$ cat src/rtl/oka_64bit_seq.sv
// Iterative 64x64 carry-less multiplier: one shared 32-bit overlap-free
// Karatsuba core reused for the even, odd and middle sub-products.
module OKA_32bit (
  input  logic [31:0] a,
  input  logic [31:0] b,
  output logic [62:0] y
);
  function automatic logic [30:0] clmul16(input logic [15:0] x,
                                          input logic [15:0] z);
    logic [30:0] r;
    r = '0;
    for (int i = 0; i < 16; i++)
      if (z[i]) r ^= 31'(x) << i;
    return r;
  endfunction

  logic [15:0] ae, ao, be, bo;
  logic [30:0] pe, po, pm;

  always_comb begin
    for (int i = 0; i < 16; i++) begin
      ae[i] = a[2*i];
      ao[i] = a[2*i+1];
      be[i] = b[2*i];
      bo[i] = b[2*i+1];
    end
  end

  assign pe = clmul16(ae, be);
  assign po = clmul16(ao, bo);
  assign pm = clmul16(ae ^ ao, be ^ bo);

  always_comb begin
    y = '0;
    for (int i = 0; i < 31; i++) begin
      y[2*i]   ^= pe[i];
      y[2*i+1]  = pm[i] ^ pe[i] ^ po[i];
      y[2*i+2] ^= po[i];
    end
  end
endmodule

module oka_64bit_seq #(
  parameter int N = 64
) (
  input  logic           clk,
  input  logic           rst,
  input  logic           in_valid,
  output logic           in_ready,
  input  logic [N-1:0]   a,
  input  logic [N-1:0]   b,
  output logic           out_valid,
  input  logic           out_ready,
  output logic [2*N-2:0] y
);
  localparam logic [2:0] IDLE  = 3'd0;
  localparam logic [2:0] MUL_E = 3'd1;
  localparam logic [2:0] MUL_O = 3'd2;
  localparam logic [2:0] MUL_M = 3'd3;
  localparam logic [2:0] DONE  = 3'd4;

  logic [2:0]   state;
  logic [63:0]  a_q, b_q;
  logic [62:0]  pe_q, po_q;
  logic [126:0] y_q, y_nxt;
  logic [31:0]  ae, ao, be, bo;
  logic [31:0]  core_a, core_b;
  logic [62:0]  core_y;
  logic         accept;

  always_comb begin
    for (int i = 0; i < 32; i++) begin
      ae[i] = a_q[2*i];
      ao[i] = a_q[2*i+1];
      be[i] = b_q[2*i];
      bo[i] = b_q[2*i+1];
    end
  end

  always_comb begin
    core_a = '0;
    core_b = '0;
    unique case (state)
      MUL_E: begin core_a = ae;      core_b = be;      end
      MUL_O: begin core_a = ao;      core_b = bo;      end
      MUL_M: begin core_a = ae ^ ao; core_b = be ^ bo; end
      default: ;
    endcase
  end

  OKA_32bit u_core (
    .a (core_a),
    .b (core_b),
    .y (core_y)
  );

  // Interleave even/odd halves back; core_y is Pm during MUL_M.
  always_comb begin
    y_nxt = '0;
    for (int i = 0; i < 63; i++) begin
      y_nxt[2*i]   ^= pe_q[i];
      y_nxt[2*i+1]  = core_y[i] ^ pe_q[i] ^ po_q[i];
      y_nxt[2*i+2] ^= po_q[i];
    end
  end

  assign in_ready  = (state == IDLE) | ((state == DONE) & out_ready);
  assign accept    = in_valid & in_ready;
  assign out_valid = (state == DONE);
  assign y         = y_q;

  always_ff @(posedge clk) begin
    if (rst) begin
      state <= IDLE;
      a_q   <= '0;
      b_q   <= '0;
      pe_q  <= '0;
      po_q  <= '0;
      y_q   <= '0;
    end else begin
      unique case (state)
        MUL_E: begin pe_q <= core_y; state <= MUL_O; end
        MUL_O: begin po_q <= core_y; state <= MUL_M; end
        MUL_M: begin y_q  <= y_nxt;  state <= DONE;  end
        default: begin
          if (accept) begin
            a_q   <= a;
            b_q   <= b;
            state <= MUL_E;
          end else if (state == DONE && out_ready) begin
            state <= IDLE;
          end else if (state != DONE) begin
            state <= IDLE;
          end
        end
      endcase
    end
  end
endmodule

$ cat config.mk
export PLATFORM = sky130hd
export DESIGN_NAME = oka_64bit_seq
export DESIGN_NICKNAME = d
export VERILOG_FILES = /design/src/rtl/oka_64bit_seq.sv
export SDC_FILE = /design/constraint.sdc
export NUM_CORES = 2
export LEC_CHECK = 0
export ABC_AREA = 1
export ABC_CLOCK_PERIOD_IN_PS = 3800
export BUFFER_PORTS_ARGS = -buffer_cell sky130_fd_sc_hd__buf_2
export CAP_MARGIN = 40
export CORE_AREA = 2 2 317 256
export DETAILED_ROUTE_END_ITERATION = 6
export DIE_AREA = 0 0 319 258
export GPL_ROUTABILITY_DRIVEN = 0
export SLEW_MARGIN = 20
export SYNTH_ARGS = -nofsm -noshare
export SYNTH_HDL_FRONTEND = slang
export SYNTH_SLANG_ARGS = --single-unit
$ cat constraint.sdc
create_clock -name clk -period 3.8 [get_ports clk]
set_input_delay 0.19 -clock clk [delete_from_list [all_inputs] [get_ports clk]]
set_output_delay 0.19 -clock clk [all_outputs]
set_load 0.02 [all_outputs]
==> flow_summary.toml <==
[run_status]
status = "finished clean"

[clocking]
numCtsBuffers = 43
cts.path.max_buffers = 3
clk_latency_ps = 600
cts_tree = "done"
cts_sinks = 384
htree_levels = 2
clockRootBuffer = "clkbuf_16"
path_clk_slew_ps = 60

[floorplanning]
fp.dieW_um = 319
rows = 93
dieArea_um2 = 82300
ios = 261
core_um2 = 79600
die_h_um = 258
initial_utilization = 0.395

[power_and_ir_drop]
power_uw = 13700
peakVddDrop_v = 0.000249
p_leak_uw = 0.0178
power.density_nw_per_um2 = 363

[setup_path]
arrival_ps = 4090
crit_start = "state[2]$_SDFFE_PP0P_"
r2r-start = "state[2]$_SDFFE_PP0P_"
critPathCaptureType = "flip-flop"
cp_max_fo = 21
startpoint_type = "flip-flop"
worstPathRequired_ps = 4280
critPathKind = "flip-flop to flip-flop"

[yosys]
ys_seq_elements = 384
syn_area_per_cell_um2 = 6.13
synthArstFlopShare = 0
synthTopCellsByArea = "dfxtp_1 (24%), nand2_1 (22%), xnor2_1 (10%)"
yosysWarnings = 0
seq_area_frac_synth = 0.244
synth_nets = 5265
synth_top_area_cell = "dfxtp_1"
synth_cell_types = 38
syn_area_um2 = 31400
synth_flop_cell = "dfxtp_1"
synth.most_common_cell = "nand2_1"
ys_top_cells_by_count = "nand2_1 (1832), inv_1 (561), dfxtp_1 (384), xnor2_1 (373), nor2_1 (318)"
synth_top_area_share = 0.244
synth-edff-count = 0
syn_inst = 5133

[final_layout]
final_nets = 5648
layout-drive-gt1-share = 0.118
area_growth_pct = 20.5
num_antenna_cells = 0

[sta]
setup_violations = 0
finalHoldViolCount = 0
skew_ps = 29.2
max-slew-margin-rel = 0.473
rsz0062_at_grt = "true"
period_needed_ps = 3610
fmax_ghz = 0.277
worstMarginPinSlew_ps = 790
period_share = 0.950
setup-tns-final_ps = 0
maxSlewViolCount = 0

[job]
maxCapViolCount = 0

[drt]
first_pass_iters = 6
drt-initial-drc-count = 3258
wl_per_cell_um = 17.8
routed_wl_um = 117000
ant_nets = 0
num_vias = 33600
drc_errors = 0
via_per_inst = 5.11

[min_path]
hold_class = "input pin to flip-flop"
min_from = "a[63]"

[grt]
grt.total_usage = 0.277
grt_pass1_wl_um = 179000
grt_max_degree = 135
antenna_found_initial = 0
grt-ovfl-total = 0
grt_pass1_vias = 31100

[placed_design]
dp_hpwl_um = 86100
portBuffers = 260
[worst max-delay path, stage by stage, from the launching register on]
cell	delay, ps
dfxtp_2	370
inv_4	120
nand2_4	60
nor2_4	230
buf_12	220
nand2_1	130
nand3_4	230
buf_4	250
nand2_1	80
xnor2_1	140
xor2_1	160
or2_2	320
nand2_1	70
nand3_1	120
nand2_1	260
xor2_1	300
xor2_1	190
nand2_1	80
nand2_1	80
inv_1	40
[cell families after synthesis]
group                     count (synthesis)  synth area share
buffers and inverters                   814             0.105
and+or+nand+nor                        2598             0.341
xor gates and xnor gates                691             0.196
AOI/OAI and AO/OA                       646             0.113
DFF                                     384             0.244
[per-layer routing]
metal / share of wire / up-vias / routed length, um / track usage
met5: 0 / - / 0 / 0
met4: 0.046 / 0 / 5410 / 0.116
met3: 0.090 / 284 / 10600 / 0.0478
met2: 0.46 / 1368 / 53600 / 0.467
met1: 0.41 / 15300 / 47800 / 0.350
li1: - / 16700 / - / -
[repair_timing]
action | in CTS | in global routing
hold endpoints to repair | 126 | 0
setup endpoints to repair | 0 | 85
setup buffers | 0 | 16
gates resized for setup | 0 | 75
hold buffers | 126 | 0
[flip-flops by register name, indices dropped and copies added, names as in the netlist]
signal / flops
pe_q: 63
a_q: 64
y: 127
state: 3
b_q: 64
po_q: 63
[cell usage in the layout, fill, tap and decap left out, drive strengths merged]
cell | synthesis | final
o21ai | 283 | 283
o22ai | 1 | 1
nand2b | 2 | 2
xor2 | 311 | 311
a21o | 1 | 1
nor2 | 322 | 322
nand3 | 349 | 349
o221ai | 8 | 8
dlygate4sd3 | 0 | 126
a21oi | 241 | 241
nand2 | 1843 | 1843
clkinvlp | 0 | 1
clkbuf | 116 | 65
inv | 565 | 567
xnor3 | 3 | 3
buf | 133 | 459
bufinv | 0 | 3
clkinv | 0 | 5
or2 | 19 | 19
o211ai | 56 | 56
o21bai | 56 | 56
dfxtp | 384 | 384
nand3b | 35 | 35
xnor2 | 377 | 377
nand4 | 28 | 28
[per-stage QoR]
step           setup slack, ps  cell area [um2]  hold slack [ps]  instances  utilization
6_report                   190            37900             6.58       6590        0.476
2_1_floorplan              861            31400              358       5133            -
3_3_place_gp              92.1            34500              472       6367        0.434
4_1_cts                   16.3            37300             4.52       6571        0.469
5_1_grt                  -6.85            37900             60.5       6590        0.476
3_5_place_dp              74.3            34600              477       6371        0.435
[report_power, final]
| group | internal, uW | switching [uW] | leakage [uW] |
|---|---|---|---|
| clock | 2450 | 1800 | 0.000682 |
| combinational | 1630 | 3140 | 0.0140 |
| sequential | 4400 | 333 | 0.00314 |
| total | 8470 | 5280 | 0.0178 |
[final cells by class]
cell class | instances | area, um2
tap | 1045 | 1310
multi-input combinational | 3935 | 20800
clock inverter | 11 | 185
inverter | 565 | 2140
fill | 8175 | 41700
sequential | 384 | 7690
clock buffer | 63 | 1220
timing repair buffer | 587 | 4540
[worst paths after layout]
check,endpoint,slack [ps],depth (start not counted)
max,y[93]$_SDFFE_PP0N_,190,19
min,a_q[63]$_SDFFE_PP0P_,7,3
max reg2reg,y[93]$_SDFFE_PP0N_,190,19
min reg2reg,b_q[19]$_SDFFE_PP0P_,490,2
Note: power is estimated with default switching activity, not from simulation.
